**src/rtl/load_store_unit_pkg.sv**
```systemverilog
// ---------------------------------------------------------------------------
// load_store_unit_pkg
//   Shared widths, memory request/response codes and RV32 load/store funct3
//   encodings for the load/store unit and its helpers. The helper functions
//   hold the decode rules for access size, illegal encodings and local
//   alignment. Both the unit and its sub-module use these functions, so there
//   is a single source for each rule.
// ---------------------------------------------------------------------------
package load_store_unit_pkg;

  // Datapath widths
  localparam int ADDR_W      = 32;
  localparam int WORD_W      = 32;
  localparam int MEM_COUNT_W = 2;
  localparam int MEM_CODE_W  = 2;

  // Request size encodings driven on o_req_count
  localparam logic [MEM_COUNT_W-1:0] MEM_COUNT_NONE = 2'd0;
  localparam logic [MEM_COUNT_W-1:0] MEM_COUNT_BYTE = 2'd1;
  localparam logic [MEM_COUNT_W-1:0] MEM_COUNT_HALF = 2'd2;
  localparam logic [MEM_COUNT_W-1:0] MEM_COUNT_WORD = 2'd3;

  // Response codes returned by memory on i_res_code
  localparam logic [MEM_CODE_W-1:0] MEM_CODE_IDLE       = 2'd0;
  localparam logic [MEM_CODE_W-1:0] MEM_CODE_READ       = 2'd1;
  localparam logic [MEM_CODE_W-1:0] MEM_CODE_WRITE      = 2'd2;
  localparam logic [MEM_CODE_W-1:0] MEM_CODE_MISALIGNED = 2'd3;

  // RV32 load/store funct3 encodings
  localparam logic [2:0] LSU_F3_LB  = 3'd0;
  localparam logic [2:0] LSU_F3_LH  = 3'd1;
  localparam logic [2:0] LSU_F3_LW  = 3'd2;
  localparam logic [2:0] LSU_F3_LBU = 3'd4;
  localparam logic [2:0] LSU_F3_LHU = 3'd5;
  localparam logic [2:0] LSU_F3_SB  = 3'd0;
  localparam logic [2:0] LSU_F3_SH  = 3'd1;
  localparam logic [2:0] LSU_F3_SW  = 3'd2;

  typedef enum logic [1:0] {
    LSU_IDLE = 2'd0,
    LSU_REQ  = 2'd1,
    LSU_RESP = 2'd2
  } lsu_state_t;

  // Access size from funct3[1:0]. The value 3 is illegal and maps to NONE.
  function automatic logic [MEM_COUNT_W-1:0] lsu_count(input logic [2:0] funct3);
    logic [MEM_COUNT_W-1:0] count;
    case (funct3[1:0])
      2'd0:    count = MEM_COUNT_BYTE;
      2'd1:    count = MEM_COUNT_HALF;
      2'd2:    count = MEM_COUNT_WORD;
      default: count = MEM_COUNT_NONE;
    endcase
    return count;
  endfunction

  // Reserved size, unsigned stores, and the unsigned-word load (funct3 = 6).
  function automatic logic lsu_illegal(input logic is_store, input logic [2:0] funct3);
    return (funct3[1:0] == 2'b11) ||
           (is_store && funct3[2]) ||
           (!is_store && (funct3 == 3'b110));
  endfunction

  // Natural alignment check for the access size.
  function automatic logic lsu_misaligned(input logic [MEM_COUNT_W-1:0] count,
                                          input logic [1:0]             addr_lo);
    return ((count == MEM_COUNT_HALF) && (addr_lo[0] != 1'b0)) ||
           ((count == MEM_COUNT_WORD) && (addr_lo != 2'b00));
  endfunction

endpackage

```
**src/rtl/load_store_unit_load_extend.sv**
```systemverilog
// ---------------------------------------------------------------------------
// load_extend
//   Combinational size and sign extension of right-justified load data. Bits
//   above the access size in raw_data are ignored. LB and LH replicate bit 7
//   or bit 15. LBU and LHU fill with zeros. LW passes the word through. The
//   writeback mux can reuse this block on its own.
//   Ports:
//     funct3    in   3        load funct3 (size in [1:0], unsigned in [2])
//     raw_data  in   WORD_W   data from memory, right-justified
//     ext_data  out  WORD_W   extended result
// ---------------------------------------------------------------------------
module load_extend
  import load_store_unit_pkg::*;
(
  input  logic [2:0]        funct3,
  input  logic [WORD_W-1:0] raw_data,
  output logic [WORD_W-1:0] ext_data
);

  logic is_byte;
  logic is_half;
  logic fill_bit;

  assign is_byte  = (funct3[1:0] == 2'd0);
  assign is_half  = (funct3[1:0] == 2'd1);
  // The sign bit of the accessed size. Unsigned forms always fill with zero.
  assign fill_bit = ~funct3[2] & (is_byte ? raw_data[7] : raw_data[15]);

  // Build the result per bit. The low byte always passes. Bits 8..15 are
  // filled only for byte accesses. Bits above 15 are filled for any sub-word
  // access. The reserved size 3 never reaches here with a meaningful op, so
  // it is treated as a word.
  genvar gi;
  generate
    for (gi = 0; gi < WORD_W; gi++) begin : g_bit
      if (gi < 8) begin : g_low
        assign ext_data[gi] = raw_data[gi];
      end else if (gi < 16) begin : g_mid
        assign ext_data[gi] = is_byte ? fill_bit : raw_data[gi];
      end else begin : g_high
        assign ext_data[gi] = (is_byte || is_half) ? fill_bit : raw_data[gi];
      end
    end
  endgenerate

endmodule

```
**src/rtl/load_store_unit.sv**
```systemverilog
// ---------------------------------------------------------------------------
// load_store_unit
//   Initiator side of the memory request/response interface. The unit accepts
//   one load or store at a time from execute and checks the encoding and the
//   alignment. It then drives a registered memory request for a fixed number
//   of cycles and samples the response on the last request edge. The result
//   (extended load data or an exception) goes to writeback as a one-cycle
//   o_done pulse. Every output is registered except o_ready.
//   Parameters:
//     RD_LAT  cycles a load request is held before the response is sampled
//     WR_LAT  cycles a store request is held before the response is sampled
//   Ports:
//     clk, areset                 clock, asynchronous active-high reset
//     i_valid / o_ready           op handshake (accept when both high)
//     i_is_store, i_funct3        op kind and width/sign encoding
//     i_addr, i_wr_data           byte address, right-justified store data
//     o_done                      one-cycle completion pulse
//     o_rd_data                   extended load data (0 for stores/exceptions)
//     o_exc_misaligned            misaligned access (with o_done)
//     o_exc_illegal               illegal funct3 (with o_done)
//     o_req_addr/wr_data/count    memory request
//     o_req_wr_en                 memory write enable
//     i_res_rd_data, i_res_code   memory response
// ---------------------------------------------------------------------------
module load_store_unit
  import load_store_unit_pkg::*;
#(
  parameter int RD_LAT = 2,
  parameter int WR_LAT = 1
)
(
  input  logic                   clk,
  input  logic                   areset,
  input  logic                   i_valid,
  output logic                   o_ready,
  input  logic                   i_is_store,
  input  logic [2:0]             i_funct3,
  input  logic [ADDR_W-1:0]      i_addr,
  input  logic [WORD_W-1:0]      i_wr_data,
  output logic                   o_done,
  output logic [WORD_W-1:0]      o_rd_data,
  output logic                   o_exc_misaligned,
  output logic                   o_exc_illegal,
  output logic [ADDR_W-1:0]      o_req_addr,
  output logic [WORD_W-1:0]      o_req_wr_data,
  output logic [MEM_COUNT_W-1:0] o_req_count,
  output logic                   o_req_wr_en,
  input  logic [WORD_W-1:0]      i_res_rd_data,
  input  logic [MEM_CODE_W-1:0]  i_res_code
);

  localparam int MAX_LAT = (RD_LAT > WR_LAT) ? RD_LAT : WR_LAT;
  // The counter only has to hold MAX_LAT-1.
  localparam int CNT_W   = (MAX_LAT > 1) ? $clog2(MAX_LAT) : 1;
  localparam logic [CNT_W-1:0] RD_CNT_INIT = CNT_W'(RD_LAT - 1);
  localparam logic [CNT_W-1:0] WR_CNT_INIT = CNT_W'(WR_LAT - 1);

  lsu_state_t             state_reg, state_next;
  logic [CNT_W-1:0]       cnt_reg, cnt_next;
  logic                   op_store_reg, op_store_next;
  logic [2:0]             op_f3_reg, op_f3_next;
  logic                   done_reg, done_next;
  logic [WORD_W-1:0]      rd_data_reg, rd_data_next;
  logic                   exc_mis_reg, exc_mis_next;
  logic                   exc_ill_reg, exc_ill_next;
  logic [ADDR_W-1:0]      req_addr_reg, req_addr_next;
  logic [WORD_W-1:0]      req_wr_data_reg, req_wr_data_next;
  logic [MEM_COUNT_W-1:0] req_count_reg, req_count_next;
  logic                   req_wr_en_reg, req_wr_en_next;

  logic [MEM_COUNT_W-1:0] in_count;
  logic                   in_illegal;
  logic                   in_misaligned;
  logic [WORD_W-1:0]      ext_data;
  logic                   code_ok;

  assign in_count      = lsu_count(i_funct3);
  assign in_illegal    = lsu_illegal(i_is_store, i_funct3);
  assign in_misaligned = lsu_misaligned(in_count, i_addr[1:0]);

  // The response is usable only if memory answered in the direction of the
  // op. An unexpected code, MISALIGNED included, is reported as misaligned.
  assign code_ok = op_store_reg ? (i_res_code == MEM_CODE_WRITE)
                                : (i_res_code == MEM_CODE_READ);

  load_extend u_load_extend (
    .funct3   (op_f3_reg),
    .raw_data (i_res_rd_data),
    .ext_data (ext_data)
  );

  always_ff @(posedge clk or posedge areset) begin
    if (areset) begin
      state_reg       <= LSU_IDLE;
      cnt_reg         <= '0;
      op_store_reg    <= 1'b0;
      op_f3_reg       <= '0;
      done_reg        <= 1'b0;
      rd_data_reg     <= '0;
      exc_mis_reg     <= 1'b0;
      exc_ill_reg     <= 1'b0;
      req_addr_reg    <= '0;
      req_wr_data_reg <= '0;
      req_count_reg   <= MEM_COUNT_NONE;
      req_wr_en_reg   <= 1'b0;
    end else begin
      state_reg       <= state_next;
      cnt_reg         <= cnt_next;
      op_store_reg    <= op_store_next;
      op_f3_reg       <= op_f3_next;
      done_reg        <= done_next;
      rd_data_reg     <= rd_data_next;
      exc_mis_reg     <= exc_mis_next;
      exc_ill_reg     <= exc_ill_next;
      req_addr_reg    <= req_addr_next;
      req_wr_data_reg <= req_wr_data_next;
      req_count_reg   <= req_count_next;
      req_wr_en_reg   <= req_wr_en_next;
    end
  end

  always_comb begin
    // Hold the request and op context by default. The result fields drop back
    // to zero unless this edge produces o_done.
    state_next       = state_reg;
    cnt_next         = cnt_reg;
    op_store_next    = op_store_reg;
    op_f3_next       = op_f3_reg;
    done_next        = 1'b0;
    rd_data_next     = '0;
    exc_mis_next     = 1'b0;
    exc_ill_next     = 1'b0;
    req_addr_next    = req_addr_reg;
    req_wr_data_next = req_wr_data_reg;
    req_count_next   = req_count_reg;
    req_wr_en_next   = req_wr_en_reg;

    case (state_reg)
      LSU_IDLE: begin
        if (i_valid) begin
          op_store_next = i_is_store;
          op_f3_next    = i_funct3;
          if (in_illegal) begin
            // Illegal wins over misaligned. No request is issued.
            state_next   = LSU_RESP;
            done_next    = 1'b1;
            exc_ill_next = 1'b1;
          end else if (in_misaligned) begin
            state_next   = LSU_RESP;
            done_next    = 1'b1;
            exc_mis_next = 1'b1;
          end else begin
            state_next       = LSU_REQ;
            req_addr_next    = i_addr;
            req_wr_data_next = i_wr_data;
            req_count_next   = in_count;
            req_wr_en_next   = i_is_store;
            cnt_next         = i_is_store ? WR_CNT_INIT : RD_CNT_INIT;
          end
        end
      end

      LSU_REQ: begin
        if (cnt_reg == '0) begin
          // This edge ends the last request cycle, so the response is sampled
          // here and the request is withdrawn at the same time.
          state_next     = LSU_RESP;
          done_next      = 1'b1;
          req_count_next = MEM_COUNT_NONE;
          req_wr_en_next = 1'b0;
          if (!code_ok) begin
            exc_mis_next = 1'b1;
          end else if (!op_store_reg) begin
            rd_data_next = ext_data;
          end
        end else begin
          cnt_next = cnt_reg - CNT_W'(1);
        end
      end

      LSU_RESP: begin
        state_next = LSU_IDLE;
      end

      default: begin
        state_next = LSU_IDLE;
      end
    endcase
  end

  assign o_ready          = (state_reg == LSU_IDLE);
  assign o_done           = done_reg;
  assign o_rd_data        = rd_data_reg;
  assign o_exc_misaligned = exc_mis_reg;
  assign o_exc_illegal    = exc_ill_reg;
  assign o_req_addr       = req_addr_reg;
  assign o_req_wr_data    = req_wr_data_reg;
  assign o_req_count      = req_count_reg;
  assign o_req_wr_en      = req_wr_en_reg;

endmodule

```
**config.mk**
```make
export PLATFORM = sky130hd
export DESIGN_NAME = load_store_unit
export DESIGN_NICKNAME = d
export VERILOG_FILES = /design/src/rtl/load_store_unit_pkg.sv /design/src/rtl/load_store_unit_load_extend.sv /design/src/rtl/load_store_unit.sv
export SDC_FILE = /design/constraint.sdc
export NUM_CORES = 1
export LEC_CHECK = 0
export CAP_MARGIN = 20
export CORE_MARGIN = 2
export CORE_UTILIZATION = 41
export CTS_CLUSTER_SIZE = 14
export DETAILED_ROUTE_END_ITERATION = 12
export PLACE_DENSITY_LB_ADDON = 0.05
export SYNTH_ARGS = -nofsm -noshare
export SYNTH_HDL_FRONTEND = slang
export SYNTH_HIERARCHICAL = 1
export SYNTH_SLANG_ARGS = --single-unit
```
**constraint.sdc**
```tcl
create_clock -name clk -period 4.94 [get_ports clk]
set_input_delay 0.988 -clock clk [delete_from_list [all_inputs] [get_ports clk]]
set_output_delay 0.988 -clock clk [all_outputs]
set_load 0.01 [all_outputs]
```
After elaboration in Yosys (flattened, before gate mapping)
Index checks and enable logic that the tools add are counted.

word-level totals
  bits of input ports = 105
  latch bits = 0
  word-level logic and storage cells = 115
  output and inout bits = 103
  memories kept = 0
  flip-flop bits (word level) = 109
  bits in writable memories = 0
  bits in read-only memories = 0

operators by class
  bitwise logic cells = 4
  equality and inequality tests = 14
  multipliers = 0
  reduce and logical (&&, ||, !) cells = 19
  shifts and indexed selects = 0
  multiplexer cells = 65
  $lt $le $gt $ge = 0
  div/mod/pow operators = 0
  add/subtract/negate cells = 1

operators by type and width
  operator               number
  $mux W32               4
  $mux W1                46
  $mux W2                8
  $eq A2 B2 Y1 const B   5
  $eq A2 B1 Y1 const B   4
  $ne A2 B2 Y1 const B   4
  $pmux W1 S2            4
  $pmux W2 S2            2
  $reduce_and A4 Y1      2
  $logic_not A2 Y1       3
  $pmux W2 S3            1
  $reduce_and A5 Y1      1
  $logic_and A1 B1 Y1    4
  $logic_or A1 B1 Y1     4
  $reduce_and A2 Y1      2
  $reduce_bool A2 Y1     2
  $eq A3 B3 Y1 const B   1
  $not A1 Y1             3
  $and A1 B1 Y1          1
  $logic_not A1 Y1       1
  $sub A1 B1 Y1 const B  1

Logic depth before layout (Yosys ltp)
Gate-level depths: netlist (run 1).

  word-level depth = 9
  depth in mapped cells = 9
  mapped depth without buffers = 6

Modules after synthesis
The synthesis (run 1) kept the hierarchy.

by module, submodules not included
  module           times used  sequential area each (um^2)  area an instance (um^2)  cells each
  load_store_unit  1           2727.6                       4082.7                   406
  load_extend      1           0.0                          355.3                    67

Least setup slack after synthesis (run 1)
Ideal clock, no wire load.

  kind = input to register
  start point = input i_funct3[0]
  end point = register cnt_reg
  library setup time = 146 ps
  cell stages on the path = 6
  data arrival time = 2100 ps
  path slack = 2694 ps
  required time = 4794 ps
  path buffers = 0
  path through = inv_1 > ha_1 > o21ai_0 > a21boi_0 > and3_1 > o311ai_0

between the ends
  cells in the longest elaborated chain, start to end = 7
  elaborated cells on any way between the ends = 17
  classes of those cells = 8 x eq/ne; 1 x mux; 8 x reduce/logical

RTL lines
  what                                           line                                                  RTL
  start: declaration                             load_store_unit.sv:37                                 input logic [2:0] i_funct3,
  $eq A2 B2 Y1 (tied with other cells)           load_store_unit_pkg.sv:48                             case (funct3[1:0])
  $pmux W2 S3                                    load_store_unit_pkg.sv:48
  $eq A2 B2 Y1, on equally long branches         load_store_unit_pkg.sv:67, load_store_unit_pkg.sv:68
  $logic_and A1 B1 Y1, on equally long branches  load_store_unit_pkg.sv:67, load_store_unit_pkg.sv:68
  $logic_or A1 B1 Y1                             load_store_unit_pkg.sv:67                             return ((count == MEM_COUNT_HALF) && (addr_lo[0] != 1'b0)) ||
  $ne A2 B2 Y1 (no source line)                  --
  $reduce_and A4 Y1 (no source line) *           --
  end signal: assignment                         load_store_unit.sv:108                                cnt_reg <= cnt_next;
  end: declaration                               load_store_unit.sv:59                                 logic [CNT_W-1:0] cnt_reg, cnt_next;

Mark *: on every way between the ends. The rest lies on a longest branch, timed or not.
A chain may end at the register's enable or synchronous reset.

Worst setup path in the final report (run 1)
  start point = input i_funct3[0]
  end point = register req_wr_data_reg[20], in the netlist o_req_wr_data[20]

between the ends
  cells in the longest elaborated chain, start to end = 7
  elaborated cells on any way between the ends = 17
  classes of those cells = 6 x eq/ne; 1 x mux; 2 x bitwise; 8 x reduce/logical

RTL lines
  what                                           line                                                  RTL
  $eq A2 B2 Y1 (tied with other cells)           load_store_unit_pkg.sv:48
  $pmux W2 S3                                    load_store_unit_pkg.sv:48
  $eq A2 B2 Y1, on equally long branches         load_store_unit_pkg.sv:67, load_store_unit_pkg.sv:68
  $logic_and A1 B1 Y1, on equally long branches  load_store_unit_pkg.sv:67, load_store_unit_pkg.sv:68
  $logic_or A1 B1 Y1                             load_store_unit_pkg.sv:67
  $not A1 Y1 (no source line)                    --
  $reduce_and A4 Y1 (no source line) *           --
  end signal: assignment                         load_store_unit.sv:116                                req_wr_data_reg <= req_wr_data_next;
  end: declaration                               load_store_unit.sv:67                                 logic [WORD_W-1:0] req_wr_data_reg, req_wr_data_next;

Marked as above.

==> results.md, run 1 <==
* Worst path required time at approximately 5.2 ns
* Crit path kind: input pin to flop
* First-pass GRT wire length at 17.95 mm
* Max-slew headroom at 30.76%
* Seq pwr share at between 40% and 50%
* Avg WL per Cell at between 10 and 15 um
* Total number of yosys warnings at 6
* Total congestion overflow at 0
* Seq/Total Area, Yosys at 61.46%
* Die height at between 100 and 150 um
* Setup_tns at 0 ns
* Post_cts resized at 0
* Yosys reg bits at about 110
* Clock root buffer: clkbuf_8
* Switch Pwr at around 1100 uW
* Mapped Nets at 583
* Slew @ Worst Pin at 1.039 ns
* Hold Buf Count CTS at 0
* Die width at roughly 110 um
* Int Pwr at about 2200 uW
* Fin crit share at 66.74%
* Num rows at 37
* Later-pin clock latency in the skew report at 0.36 ns
* CP Capture Type: flop
* NumNets Final at a little under 800
* Max Clock Skew at 0.01541 ns
* DIE AREA at ~12000 um^2
* Startpoint types: input pin
* Part of the power in combinational logic at about two fifths
* Tot GR Track Use at about a fifth
* Leakage power at 0.003245 uW
* Drt initial violations at 206
* Antenna Violating Nets Remaining at 0
* Worst R2R Start: state_reg[1]
* GPL Wtd Cong at 0.7642
* DRC at 0
* DPL Wire Length at 8.232 mm
* N_diodes at 0
* Top-Level Pins at between 200 and 250
* Vias/cell at 4.641
* Clk pwr share at around 17%
* Initial antenna violation count at 0
* Final Max Tran Viols at 0
* Worst path arrival time at ~3.6 ns
* CTS Buffer Depth at 2
* RSZ-0062 raised after global routing: no
* Largest net degree at the start of global routing at 83
* F_max at 303.3 MHz
* Htree depth at 3
* Hold Violations, Final at 0
* Clk sink count at approximately 110
* Post-synthesis cell count at 473
* Post-CTS setup buffers at 0
* Status: complete, no violations
* Crit path max fanout at 56
* Final hold slack at between 0.4 and 0.5 ns
* Core area at 10420 um^2
* Fill cell count at 908
* CTS tree: yes
* Most frequent cells in the layout: nand2_1, clkdlybuf4s50_1, dfrtp_1
* Hold WC Path Type: flop to flop
* Avg Cell Area, Syn at approximately 9.4 um^2
* Clk pin slew, worst setup/hold paths at 0.08 ns
* Starting density of the core at a little over two fifths
* Tmin final at between 3 and 4 ns
* Max_cap viols at 0
* Routed via count at roughly 3700
* Most common cell after layout, fill and taps aside: nand2_1
* Netlist Area Pre-Place at 4438 um^2
* Sw Ratio at 32.87%
* Setup-failing EPs final at 0
* Beginning of the critical path: i_funct3[0]
* Min-delay src: o_req_wr_data[9]
* Library cells used by synthesis at 30
* Area growth syn-to-layout at 51.90%
* # port buffers at about 210
* DRT Wirelength at 11.18 mm
* CTS Buf Count at 9
* Vias in the first global route at 3706
* Layout cells sized above 1 at roughly 4.2%
* Drt first pass iters at 4
* Worst VDD drop at roughly 0.3 mV
* PwrDens at roughly 480 nW/um^2
[synthesized netlist by cell type, drive strengths merged]
| cell type | count | area (um^2) |
|---|---|---|
| a211oi | 1 | 12.51 |
| a21boi | 1 | 7.510 |
| a21o | 1 | 7.510 |
| a21oi | 1 | 5.000 |
| a22o | 1 | 8.760 |
| and2 | 33 | 206.5 |
| and3 | 1 | 6.260 |
| and4 | 1 | 8.760 |
| buf | 24 | 180.2 |
| clkbuf | 10 | 38.78 |
| dfrtp | 109 | 2728 |
| ha | 5 | 62.56 |
| inv | 5 | 18.77 |
| mux2 | 2 | 22.52 |
| mux2i | 1 | 13.76 |
| nand2 | 230 | 863.3 |
| nand3 | 2 | 10.01 |
| nand4 | 2 | 12.51 |
| nor2 | 7 | 26.28 |
| nor2b | 1 | 6.260 |
| nor3 | 2 | 10.01 |
| o21ai | 29 | 145.1 |
| o311ai | 1 | 8.760 |
| o32ai | 1 | 8.760 |
| or2 | 1 | 6.260 |
| or4b | 1 | 13.76 |
[power by group through the flow]
stage / Sequential, uW / Combinational (uW) / Clock, uW
finish: 1400 / 1300 / 556
global route: 1450 / 1430 / 613
CTS: 1410 / 1320 / 576
detailed placement: 1420 / 1310 / 0
global placement: 1410 / 1290 / 0
floorplan: 1510 / 446 / 0
[routing by layer]
metal | vias up | wire (um) | GRT usage (%)
li1 | 1833 | - | -
met2 | 125 | 5425 | 32.88
met4 | 0 | 205 | 6.502
met1 | 1759 | 4632 | 24.63
met3 | 14 | 916 | 4.702
met5 | - | 0 | 0
[path summary, 6_finish.rpt]
path                                      to  slack (ns)  cells after the start
max in group asynchronous       o_rd_data[7]        3.09                      4
min in group asynchronous  o_req_wr_data[11]        0.85                      2
max reg2reg                o_req_wr_data[20]        2.73                      5
min reg2reg                 o_req_wr_data[9]        0.47                      2
max                        o_req_wr_data[20]        1.64                      8
min                         o_req_wr_data[9]        0.47                      2
[per-stage QoR]
step	power, uW	utilization (%)	cell area [um^2]	instances	setup slack (ns)
2_1_floorplan	1957	-	4438	473	1.078
4_1_cts	3298	64.46	6714	803	1.631
6_report	3252	64.72	6741	804	1.643
5_1_grt	3492	64.72	6741	804	1.408
3_3_place_gp	2693	62.43	6502	787	1.400
3_5_place_dp	2737	62.43	6502	787	1.256
[critical path, cell delays in order]
cell	delay [ns]
clkdlybuf4s50_1	0.51
inv_1	0.10
ha_1	0.26
o21ai_0	0.27
and4_2	0.99
buf_4	0.32
nand2_1	0.08
nand2_1	0.07
[logic make-up after synthesis]
group                    after synthesis  share of synthesized area, %
flip-flops                           109                         61.46
buffers and inverters                 39                         5.356
multiplexers                           3                        0.8175
AO/OA/AOI/OAI                         36                         4.595
AND/OR/NAND/NOR                      281                         26.36
adder cells (fa/ha/maj)                5                         1.410
[cell type report]
| cell class | count | area, um^2 | share of cell area (%) |
|---|---|---|---|
| sequential | 109 | 2728 | 40.46 |
| clock buffer | 12 | 155.1 | 2.301 |
| clock inverter | 4 | 56.30 | 0.8352 |
| timing repair buffer | 213 | 2137 | 31.70 |
| multi-input combinational | 325 | 1474 | 21.86 |
| tap | 136 | 170.2 | 2.524 |
| inverter | 5 | 21.27 | 0.3155 |
(Power assumes the default switching activity.)
==> run 2: changes to the inputs <==
==> constraint.sdc (replaced) <==
create_clock -name clk -period 3.2 [get_ports clk]
set_input_delay 0.64 -clock clk [delete_from_list [all_inputs] [get_ports clk]]
set_output_delay 0.64 -clock clk [all_outputs]
set_load 0.01 [all_outputs]
==> results.md, run 2 (same netlist as run 1, synthesis figures left out) <==
* Tot GR Track Use at 19.72% (+0.25 points)
* Seq pwr share at 44.0% (+1.0 points)
* PwrDens at 729.2 nW/um^2 (+51%)
* Largest net degree at the start of global routing at 68 (-18%)
* Flop2flop setup slack at 1.40 ns (-1.33 ns)
* Top-Level Pins at 208 (unchanged)
* Post_cts resized at 0 (unchanged)
* Most common cell after layout, fill and taps aside: nand2_1
* DRT Wirelength at 11.53 mm (+3.1%)
* Avg WL per Cell at 14.36 um (+3.3%)
* Worst path required time at 3.42 ns (-1.80 ns)
* DPL Wire Length at 8.300 mm (+0.83%)
* Reg area at 2728 um^2 (unchanged)
* Min-delay src: o_req_wr_data[22]
* F_max at 429.0 MHz
* Routed via count at 3757 (+0.70%)
* Fill cell count at 909 (+0.11%)
* Clk pin slew, worst setup/hold paths at 0.09 ns (about the same)
* Layout cells sized above 1 at 3.748% (-0.44 points)
* Die width at 108.0 um (unchanged)
* CTS Buf Count at 9 (unchanged)
* Initial antenna violation count at 0 (unchanged)
* Clk sink count at 109 (unchanged)
* Post-CTS setup buffers at 0 (unchanged)
* Finished Core Util at 64.34% (-0.38 points)
* Worst R2R Start: op_f3_reg[1]
* Switch Pwr at 1643 uW (+54%)
* DIE AREA at 11670 um^2 (unchanged)
* Core area at 10420 um^2 (unchanged)
* Fin crit share at ~73%
* Hold Buf Count CTS at 0 (unchanged)
* Vias in the first global route at 3581 (-3.4%)
* Worst VDD drop at 0.3670 mV (+26%)
* Area growth syn-to-layout at 51.00%
* Int Pwr at 3244 uW (+49%)
* Starting density of the core at 42.61% (unchanged)
* Clock root buffer: clkbuf_8
* Hold WC Path Type: flop to flop
* Hold Violations, Final at 0 (unchanged)
* Htree depth at 3 (unchanged)
* Status: complete, no violations
* Clk pwr share at 14.7% (-2.4 points)
* DRC at 0 (unchanged)
* N_diodes at 0 (unchanged)
* Slew @ Worst Pin at 0.7933 ns (-0.2453 ns)
* Beginning of the critical path: i_funct3[0]
* Setup-failing EPs final at 0 (unchanged)
* Antenna Violating Nets Remaining at 0 (unchanged)
* Startpoint types: input pin
* CTS tree: yes
* Vias/cell at 4.679 (+0.82%)
* Max_cap viols at 0 (unchanged)
* Setup_tns at 0 ns (unchanged)
* CTS Buffer Depth at 2 (unchanged)
* Drt initial violations at 194 (-5.8%)
* Area of the multi-input gates at 1474 um^2 (unchanged)
* Num rows at 37 (unchanged)
* NumNets Final at 772 (-0.13%)
* First-pass GRT wire length at 17.91 mm (-0.27%)
* Max Clock Skew at 0.006993 ns (-0.008414 ns)
* Final Max Tran Viols at 0 (unchanged)
* Crit path kind: input pin to flop
* Worst path arrival time at 2.55 ns (-1.03 ns)
* Total congestion overflow at 0 (unchanged)
* # port buffers at 207 (unchanged)
* Tmin final at 2.331 ns
* RSZ-0062 raised after global routing: no
* CP Capture Type: flop
* GPL Wtd Cong at 0.8694 (+14%)
* Drt first pass iters at 4 (unchanged)
* Sw Ratio at 33.62% (+0.75 points)
* Die height at 108.0 um (unchanged)
* Max-slew headroom at 47.11% (+16 points)
* Part of the power in combinational logic at 41.3% (+1.4 points)
* Crit path max fanout at 4 (-93%)
* Leakage power at 0.003210 uW (-1.1%)
* Later-pin clock latency in the skew report at 0.36 ns (about the same)
* Most frequent cells in the layout: nand2_1, clkdlybuf4s50_1, dfrtp_1
[run 2: worst paths after layout]
path | to | depth (start not counted)
setup / recovery | cnt_reg | 7
hold / removal | o_req_wr_data[22] | 2
setup reg to reg | o_rd_data[16] | 3
hold reg to reg | o_req_wr_data[22] | 2
max in group asynchronous | o_rd_data[8] | 3
min in group asynchronous | o_req_addr[14] | 3
[run 2: routing by layer]
metal	share of wire [%]	global-route usage [%]
met2	51	34.28
met3	6.9	4.039
met4	1.4	7.234
met5	0	0
met1	41	24.30
[run 2: layout make-up]
cell class | instances | share of cell area (%)
Tap cell | 136 | 2.539
Sequential cell | 109 | 40.70
Clock buffer | 12 | 2.016
Inverter | 5 | 0.3361
Timing Repair Buffer | 212 | 32.04
Clock inverter | 4 | 0.3734
Multi-Input combinational cell | 325 | 21.99
[run 2: worst max-delay path, stage by stage]
cell	delay [ns]
clkdlybuf4s50_1	0.51
inv_1	0.10
ha_1	0.24
o21ai_0	0.26
a21boi_0	0.44
and3_1	0.25
o311ai_0	0.11
[run 2: metrics by stage]
stage          hold slack, ns  instance area [um^2]  power [uW]  setup slack (ns)  cells
6_report               0.4692                  6701        4887            0.8688    803
3_3_place_gp           0.4483                  6541        4170            0.6302    787
3_5_place_dp           0.4543                  6541        4230            0.5066    787
4_1_cts                0.4759                  6701        4956            0.8623    803
5_1_grt                0.4938                  6701        5244            0.6873    803
2_1_floorplan          0.4510                  4442        3022             1.245    473
[run 2: power by group through the flow]
stage,clock network (uW),registers (uW),logic (uW)
floorplan,0,2330,689
global placement,0,2170,2000
detailed placement,0,2190,2040
CTS,750,2160,2050
global route,806,2220,2220
finish,718,2150,2020
==> run 3: changes to the inputs <==
--- a/config.mk
+++ b/config.mk
@@ -7,7 +7,7 @@
 export LEC_CHECK = 0
 export CAP_MARGIN = 20
 export CORE_MARGIN = 2
-export CORE_UTILIZATION = 41
+export CORE_UTILIZATION = 37
 export CTS_CLUSTER_SIZE = 14
 export DETAILED_ROUTE_END_ITERATION = 12
 export PLACE_DENSITY_LB_ADDON = 0.05
==> constraint.sdc (replaced) <==
create_clock -name clk -period 2.1 [get_ports clk]
set_input_delay 0.42 -clock clk [delete_from_list [all_inputs] [get_ports clk]]
set_output_delay 0.42 -clock clk [all_outputs]
set_load 0.01 [all_outputs]
==> results.md, run 3 (same netlist as run 1, synthesis figures left out) <==
* First-pass GRT wire length at 17.90 mm (about the same)
* Hold Violations, Final at 0 (unchanged)
* Num rows at 40 (+8.1%)
* CTS Buffer Depth at 2 (unchanged)
* N_diodes at 0 (unchanged)
* Worst path arrival time at 1.59 ns (-0.96 ns)
* Vias/cell at 4.578 (-2.2%)
* Reg area at 2728 um^2 (unchanged)
* Tmin final at around 2.0 ns
* Fill cell count at 1080 (+19%)
* Cell depth of the worst hold path at 2 (unchanged)
* Leakage power at 0.003316 uW (+3.3%)
* Max Clock Skew at 0.006531 ns (-0.0004624 ns)
* DRC at 0 (unchanged)
* Worst path required time at 1.68 ns (-1.74 ns)
* NumNets Final at 782 (+1.3%)
* Total congestion overflow at 0 (unchanged)
* Routed via count at 3763 (+0.16%)
* Drt initial violations at 226 (+16%)
* Clock root buffer: clkbuf_16
* Status: complete, no violations
* # port buffers at 207 (unchanged)
* Area of the multi-input gates at 1476 um^2 (+0.17%)
* Finished Core Util at 58.28% (-6.1 points)
* Largest net degree at the start of global routing at 67 (-1.5%)
* Core area at 11860 um^2 (+14%)
* Worst VDD drop at 0.3899 mV (+6.2%)
* Crit path kind: flop to primary output
* Slew @ Worst Pin at 0.9430 ns (+0.1497 ns)
* RSZ-0062 raised after global routing: no
* DIE AREA at 12890 um^2 (+10%)
* Antenna Violating Nets Remaining at 0 (unchanged)
* PwrDens at 1149 nW/um^2 (+58%)
* Layout cells sized above 1 at 5.185% (+1.4 points)
* Post_cts resized at 0 (unchanged)
* CP Capture Type: primary output
* Clk sink count at 109 (unchanged)
* Most frequent cells in the layout: nand2_1, clkdlybuf4s50_1, dfrtp_1
* Die height at 113.5 um (+5.1%)
* R2R cell count at 4 (+1)
* Later-pin clock latency in the skew report at 0.34 ns (-0.02 ns)
* Hold Buf Count CTS at 0 (unchanged)
* Most common cell after layout, fill and taps aside: nand2_1
* F_max at slightly below 500 MHz
* Max_cap viols at 0 (unchanged)
* Max-slew headroom at 37.06% (-10 points)
* Die width at 113.5 um (+5.1%)
* Drt first pass iters at 6 (+2)
* Crit path max fanout at 6 (+2)
* Hold WC Path Type: flop to flop
* Clk pin slew, worst setup/hold paths at 0.06 ns (-0.03 ns)
* Fin crit share at 95.93%
* Area growth syn-to-layout at 55.77%
* Post-CTS setup buffers at 0 (unchanged)
* DRT Wirelength at 11.47 mm (-0.49%)
* Starting density of the core at 37.42% (-5.2 points)
* Htree depth at 3 (unchanged)
* Setup-failing EPs final at 0 (unchanged)
* Avg WL per Cell at 13.96 um (-2.8%)
* Final Max Tran Viols at 0 (unchanged)
* Vias in the first global route at 3517 (-1.8%)
* CTS tree: yes
* Startpoint types: flop
* Top-Level Pins at 208 (unchanged)
* GPL Wtd Cong at 0.7715 (-11%)
* Total power at 7942 uW (+63%)
* Tot GR Track Use at 17.77% (-1.9 points)
* DPL Wire Length at 8.199 mm (-1.2%)
* Initial antenna violation count at 0 (unchanged)
* CTS Buf Count at 9 (unchanged)
[run 3: changes by cell type in the layout (fill, tap and decap cells not counted), sizes merged]
| cell | change |
|---|---|
| clkbuf | +1 |
| buf | +10 |
| clkinv | -2 |
| clkinvlp | -1 |
[run 3: worst max-delay path: stages, from the launching register on]
cell and delay, ns:
dfrtp_1 0.45, nor2_1 0.22, clkdlybuf4s50_1 0.59
[run 3: metal layers]
metal  up-vias  GRT usage [%]  wire length, um
met5         -              0                0
met4         0          7.886              257
met3        17          5.048              859
met2       125          28.26             5480
met1      1768          22.76             4874
li1       1853              -                -
[run 3: power by group]
group          internal (uW)  total [uW]  switching [uW]
Sequential              2820        3250             424
Combinational           1730        3130            1390
Clock                    858        1570             713
[run 3: worst paths after layout]
kind | from | end | slack (ns)
setup reg to reg | state_reg[1] | o_rd_data[10] | 0.27
hold reg to reg | o_req_addr[14] | o_req_addr[14] | 0.46
setup / recovery | state_reg[1] | o_ready | 0.09
min in group asynchronous | areset | o_req_addr[30] | 0.53
max in group asynchronous | areset | o_rd_data[11] | 1.30
hold / removal | o_req_addr[14] | o_req_addr[14] | 0.46
[run 3: through the flow]
step	setup slack, ns	instances	area, um^2	hold WS [ns]	setup TNS, ns
4_1_cts	0.06741	822	6913	0.4691	0
6_report	0.08544	822	6913	0.4628	0
3_3_place_gp	-0.1567	808	6645	0.4479	-8.776
3_5_place_dp	-0.2449	808	6645	0.4543	-14.99
5_1_grt	0.004646	822	6913	0.4769	0
2_1_floorplan	0.3645	473	4442	0.4510	0
[run 3: final cells by class]
class | count | area share (%)
clock inverter | 1 | 0.1086
multi-input combinational | 325 | 21.36
sequential | 109 | 39.46
clock buffer | 13 | 3.765
tap | 147 | 2.661
timing repair buffer | 222 | 32.33
inverter | 5 | 0.3258
